### src/rtl/alarm_pkg.sv
// alarm_pkg: shared FSM state encoding and time field widths for the alarm sequencer
package alarm_pkg;
  localparam int HOUR_W = 5;
  localparam int MIN_W = 6;
  typedef enum logic [1:0] {IDLE, ARMED, RINGING, SNOOZE} state_t;
endpackage

### src/rtl/alarm_sequencer_rise_detect.sv
// rise_detect: one-cycle pulse on a 0->1 transition of d (ports: clk, rst, d in; rise out)
module rise_detect (
  input  logic clk,
  input  logic rst,
  input  logic d,
  output logic rise
);
  logic prev;
  always_ff @(posedge clk) prev <= rst ? 1'b0 : d;
  assign rise = d & ~prev;
endmodule

### src/rtl/alarm_sequencer.sv
// alarm_sequencer: arm/ring/snooze/timeout alarm FSM with registered status outputs
//   in : clk, rst, tick_min, tick_sec, cur_hour/cur_min, alarm_hour/alarm_min, alarm_en, snooze_btn, dismiss_btn
//   out: ringing, snoozing, buzzer, missed, snooze_left
//   ALARM_BUZZER_PULSE_EN: buzzer beeps 1 s on / 1 s off (first second silent) instead of sounding continuously
module alarm_sequencer
  import alarm_pkg::*;
#(
  parameter int SNOOZE_MIN = 5,
  parameter int RING_TIMEOUT_MIN = 10,
  parameter int MAX_SNOOZE = 3
) (
  input  logic              clk,
  input  logic              rst,
  input  logic              tick_min,
  input  logic              tick_sec,
  input  logic [HOUR_W-1:0] cur_hour,
  input  logic [MIN_W-1:0]  cur_min,
  input  logic [HOUR_W-1:0] alarm_hour,
  input  logic [MIN_W-1:0]  alarm_min,
  input  logic              alarm_en,
  input  logic              snooze_btn,
  input  logic              dismiss_btn,
  output logic              ringing,
  output logic              snoozing,
  output logic              buzzer,
  output logic              missed,
  output logic [1:0]        snooze_left
);
  state_t     state;
  logic [3:0] cnt;
  logic       snz_edge, dis_edge, match;
  rise_detect u_snz (.clk(clk), .rst(rst), .d(snooze_btn), .rise(snz_edge));
  rise_detect u_dis (.clk(clk), .rst(rst), .d(dismiss_btn), .rise(dis_edge));
  assign match = {cur_hour, cur_min} == {alarm_hour, alarm_min};
`ifdef ALARM_BUZZER_PULSE_EN
  logic phase;
  assign buzzer = ringing & phase;
`else
  logic unused_tick_sec;
  assign unused_tick_sec = tick_sec;
  assign buzzer = ringing;
`endif
  always_ff @(posedge clk) begin
`ifdef ALARM_BUZZER_PULSE_EN
    phase <= 1'b0;
`endif
    if (rst || !alarm_en) begin
      state <= IDLE;
      ringing <= 1'b0;
      snoozing <= 1'b0;
      missed <= 1'b0;
      snooze_left <= 2'd0;
      cnt <= 4'd0;
    end else begin
      case (state)
        IDLE: state <= ARMED;
        ARMED: if (tick_min && match) begin
          state <= RINGING;
          ringing <= 1'b1;
          snooze_left <= 2'(MAX_SNOOZE);
          cnt <= 4'd0;
        end
        RINGING: if (dis_edge) begin
          state <= ARMED;
          ringing <= 1'b0;
          missed <= 1'b0;
        end else if (snz_edge && snooze_left != 2'd0) begin
          state <= SNOOZE;
          ringing <= 1'b0;
          snoozing <= 1'b1;
          snooze_left <= snooze_left - 2'd1;
          cnt <= 4'd0;
        end else if (tick_min && cnt == 4'(RING_TIMEOUT_MIN - 1)) begin
          state <= ARMED;
          ringing <= 1'b0;
          missed <= 1'b1;
        end else begin
          cnt <= cnt + 4'(tick_min);
`ifdef ALARM_BUZZER_PULSE_EN
          phase <= phase ^ tick_sec;
`endif
        end
        SNOOZE: if (dis_edge) begin
          state <= ARMED;
          snoozing <= 1'b0;
        end else if (tick_min && cnt == 4'(SNOOZE_MIN - 1)) begin
          state <= RINGING;
          snoozing <= 1'b0;
          ringing <= 1'b1;
          cnt <= 4'd0;
        end else cnt <= cnt + 4'(tick_min);
        default: state <= IDLE;
      endcase
    end
  end
endmodule
### config.mk
export PLATFORM = sky130hd
export DESIGN_NAME = alarm_sequencer
export DESIGN_NICKNAME = d
export VERILOG_FILES = /design/src/rtl/alarm_pkg.sv /design/src/rtl/alarm_sequencer_rise_detect.sv /design/src/rtl/alarm_sequencer.sv
export SDC_FILE = /design/constraint.sdc
export NUM_CORES = 1
export LEC_CHECK = 0
export BUFFER_PORTS_ARGS = -buffer_cell sky130_fd_sc_hd__buf_2
export CORE_AREA = 2 2 50 52
export CTS_CLUSTER_SIZE = 16
export DETAILED_ROUTE_END_ITERATION = 10
export DIE_AREA = 0 0 52 54
export PLACE_DENSITY = 0.7
export SLEW_MARGIN = 20
export SYNTH_ARGS = -nofsm -noshare
export SYNTH_HDL_FRONTEND = slang
export SYNTH_SLANG_ARGS = --single-unit
export TNS_END_PERCENT = 100
### constraint.sdc
create_clock -name clk -period 2.7 [get_ports clk]
set_input_delay 0.405 -clock clk [delete_from_list [all_inputs] [get_ports clk]]
set_output_delay 0.405 -clock clk [all_outputs]
set_load 0.1 [all_outputs]
==> flow_metrics.py <==
metrics = {
    "setup_path": {
        "critPathArrivalTime_ns": 1.94,
        "reg2reg_depth": 7,
        "cp.required_ns": 2.88,
        "setup.worst_path.start": "snooze_left[0]",
        "crit_chain": "inv_1 -> ha_1 -> or3b_4 -> nor4b_4 -> nor4_4 -> nor2_2 -> a31o_1",
        "crit_path_end": "cnt[3]",
        "critPathKind": "reg2reg",
        "startpoint_type": "register",
        "timing.rr.start": "snooze_left[0]",
        "r2r_end": "cnt[3]",
        "critPathMaxFanout": 5,
        "crit_path_max_incr_delay_ns": 0.41,
        "r2r_slack_ns": 0.94,
        "end_kind": "register",
        "critPathSlowestCell": "or3b_4",
    },
    "floorplan": {
        "die_height_microns": 54,
        "start_util": 0.4121,
        "dieArea_sq_mm": 0.002808,
        "fp.dieW_microns": 52,
        "pin_count": 35,
        "num_rows": 18,
        "fp.coreArea_sq_mm": 0.002320,
    },
    "power_and_ir_drop": {
        "switching_share": 0.2488,
        "p_switching_mw": 0.09576,
        "p_int_mw": 0.2891,
        "p_per_area_mw_per_mm2": 334.4,
        "combPwrFrac": 0.176,
        "cellLeakagePower_nw": 0.4831,
        "clkPwrFrac": 0.314,
        "ir_drop_mv": 0.2251,
        "seqPwrFrac": 0.511,
    },
    "place": {
        "hpwl_microns": 1438,
        "place_congestion": 0.8395,
        "port_buffers": 33,
        "post-place-ws_ns": 0.8534,
        "place_inst": 158,
    },
    "sta": {
        "max-slew-margin-rel": 0.6511,
        "min_period_ns": 1.764,
        "hold_violations": 0,
        "worst_slack_ns": 0.9362,
        "rsz0062_at_grt": "false",
        "worstMarginPinSlew_ns": 0.5201,
        "max_freq_mhz": 567.0,
        "skew_ns": 0.0008156,
        "setup-tns-final_ns": 0,
        "setup-violations-final": 0,
        "slew_viol_final": 0,
        "post-route-period-util": 0.6533,
    },
    "synth": {
        "synthArstFlopShare": 0,
        "synthesis.area_sq_um": 955.9,
        "ys_warn_count": 0,
        "ys_seq_area_frac": 0.2723,
        "synth_edf_count": 0,
        "synth.avg_cell_area_sq_um": 9.656,
        "ys.flop_type": "dfxtp_1",
        "syn_nets": 131,
        "synth_cell_types": 43,
        "postSynthCellCount": 99,
        "ys_seq_elements": 13,
    },
    "worst_hold_path": {
        "min_path_type": "in2reg",
    },
    "clock_network": {
        "clock_latency_ns": 0.27,
        "numCtsBuffers": 3,
        "root_buffer": "clkbuf_4",
        "cts_max_path_buffers": 2,
        "htree_levels": 1,
        "cts_resized": 0,
        "clk_pin_slew_ns": 0.08,
        "ctsHoldBuffers": 0,
        "post_cts_buffers": 0,
        "cts_tree": "done",
        "cts_num_sinks": 13,
    },
    "drt": {
        "antenna_left": 0,
        "vias": 822,
        "drt_iter0_drc": 17,
        "finalWirelength_microns": 1736,
        "vias_per_cell": 5.074,
        "wire_per_inst_microns": 10.72,
        "drc_errors": 0,
        "first_pass_iters": 4,
    },
    "global_route": {
        "grt_pass1_wl_microns": 2829,
        "grt_use_total": 0.1356,
        "antenna_found_initial": 0,
        "grt_pass1_vias": 668,
        "grt-ovfl-total": 0,
        "grt_max_degree": 11,
    },
    "final_layout": {
        "fin_cells": 162,
        "layout-drive-gt1-share": 0.3788,
        "area_growth_pct": 20.42,
        "antennaDiodeCount": 0,
        "nets": 165,
        "fillCellCount": 237,
    },
    "run": {
        "drv_cap": 0,
    },
    "run_status": {
        "run_status": "finished clean",
    },
}
## placed cells by master, fill, tap and decap left out, drive strengths merged
cell,count
nor3,4
a211oi,4
ha,3
xnor2,11
nand4,3
a21boi,1
nand2,9
o22ai,1
or3b,1
or3,1
and4b,1
a31o,1
a21oi,2
nand3,2
a2bb2oi,1
clkbuf,4
o21ai,3
nand2b,3
o2111ai,1
o221a,2
mux2i,2
dfxtp,13
nor2b,5
o211ai,1
inv,5
and3b,1
nor4,1
nand4b,1
nor4b,2
buf,33
nor3b,1
nor2,9
## cells by family (layout without fill, tap and decap cells)
| family | count (synthesis) | count (layout) | synth area share |
|---|---|---|---|
| adder cells (fa/ha/maj) | 3 | 3 | 0.03927 |
| multiplexers | 2 | 2 | 0.02094 |
| AND/OR/NAND/NOR | 44 | 44 | 0.3338 |
| flip-flops | 13 | 13 | 0.2723 |
| buffers and inverters | 9 | 42 | 0.05497 |
| AO/OA/AOI/OAI | 17 | 17 | 0.1309 |
| XOR/XNOR | 11 | 11 | 0.1479 |
## metal layers
metal	vias to the layer above	GRT usage	wire, microns	share of wire
met4	0	0.06579	29	0.017
met3	4	0.03333	53	0.031
met2	15	0.2173	893	0.51
li1	420	-	-	-
met5	-	0	0	0
met1	383	0.1697	759	0.44
## metrics by stage
step / instance area (sq um) / total power [mW] / hold slack, ns / utilization
final: 1151 / 0.3849 / 0.3151 / 0.4962
after global routing: 1151 / 0.4088 / 0.3089 / 0.4962
after CTS: 1151 / 0.3928 / 0.3022 / 0.4962
after detailed placement: 1125 / 0.2694 / 0.4915 / 0.4849
after global placement: 1125 / 0.2678 / 0.4825 / 0.4849
after floorplan: 955.9 / 0.2410 / 0.4674 / -
## cell usage after synthesis (all sizes together), types with 2 or more instances
library cell   n  area, sq um
o221a          2        22.52
a21oi          2        10.01
nand2          9        33.78
ha             3        37.54
a211oi         4        30.03
nand2b         3        26.27
nor2b          5        31.28
mux2i          2        20.02
xnor2         11        141.4
o21ai          3        15.01
inv            5        18.77
nor2           9        38.79
nand4          3        40.04
nand3          2        10.01
dfxtp         13        260.3
nor4b          2        32.53
nor3           4        31.28
buf            4        33.78
## worst min path at each step
stage / start / endpoint / cells after the start
2_1_floorplan: cnt[0] / cnt[0] / 2
3_3_place_gp: snooze_left[0] / snooze_left[0] / 1
3_5_place_dp: snooze_left[0] / snooze_left[0] / 1
4_1_cts: rst / u_snz.prev / 2
5_1_grt: rst / u_snz.prev / 2
6_report: rst / u_snz.prev / 2
## cell type report
cell class	count	area, sq um	share of cell area
tap	30	37.54	0.03261
timing repair buffer	33	165.2	0.1435
clock buffer	4	26.28	0.02283
multi-input combinational	77	643.1	0.5587
sequential	13	260.3	0.2261
inverter	5	18.77	0.01630
## power by group through the flow
stage	sequential, mW	clock [mW]	combinational [mW]
after floorplan	0.199	0	0.0419
final	0.197	0.121	0.0676
after global routing	0.197	0.139	0.0731
after global placement	0.201	0	0.0668
after CTS	0.196	0.128	0.0685
after detailed placement	0.201	0	0.0684
## worst max-delay path: cells and delay by family, from the launching register on
kind	cells	cell delay [ns]
adder cells (fa/ha/maj)	1	0.19
AND/OR/NAND/NOR	4	0.83
AO/OA/AOI/OAI	1	0.22
flip-flops	1	0.37
buffers and inverters	1	0.06
## sequential cells by signal (all words and copies together) (netlist names)
name / count
u_snz.prev: 1
snoozing: 1
cnt: 4
missed: 1
snooze_left: 2
buzzer: 1
u_dis.prev: 1
state: 2
(Power assumes the default switching activity.)
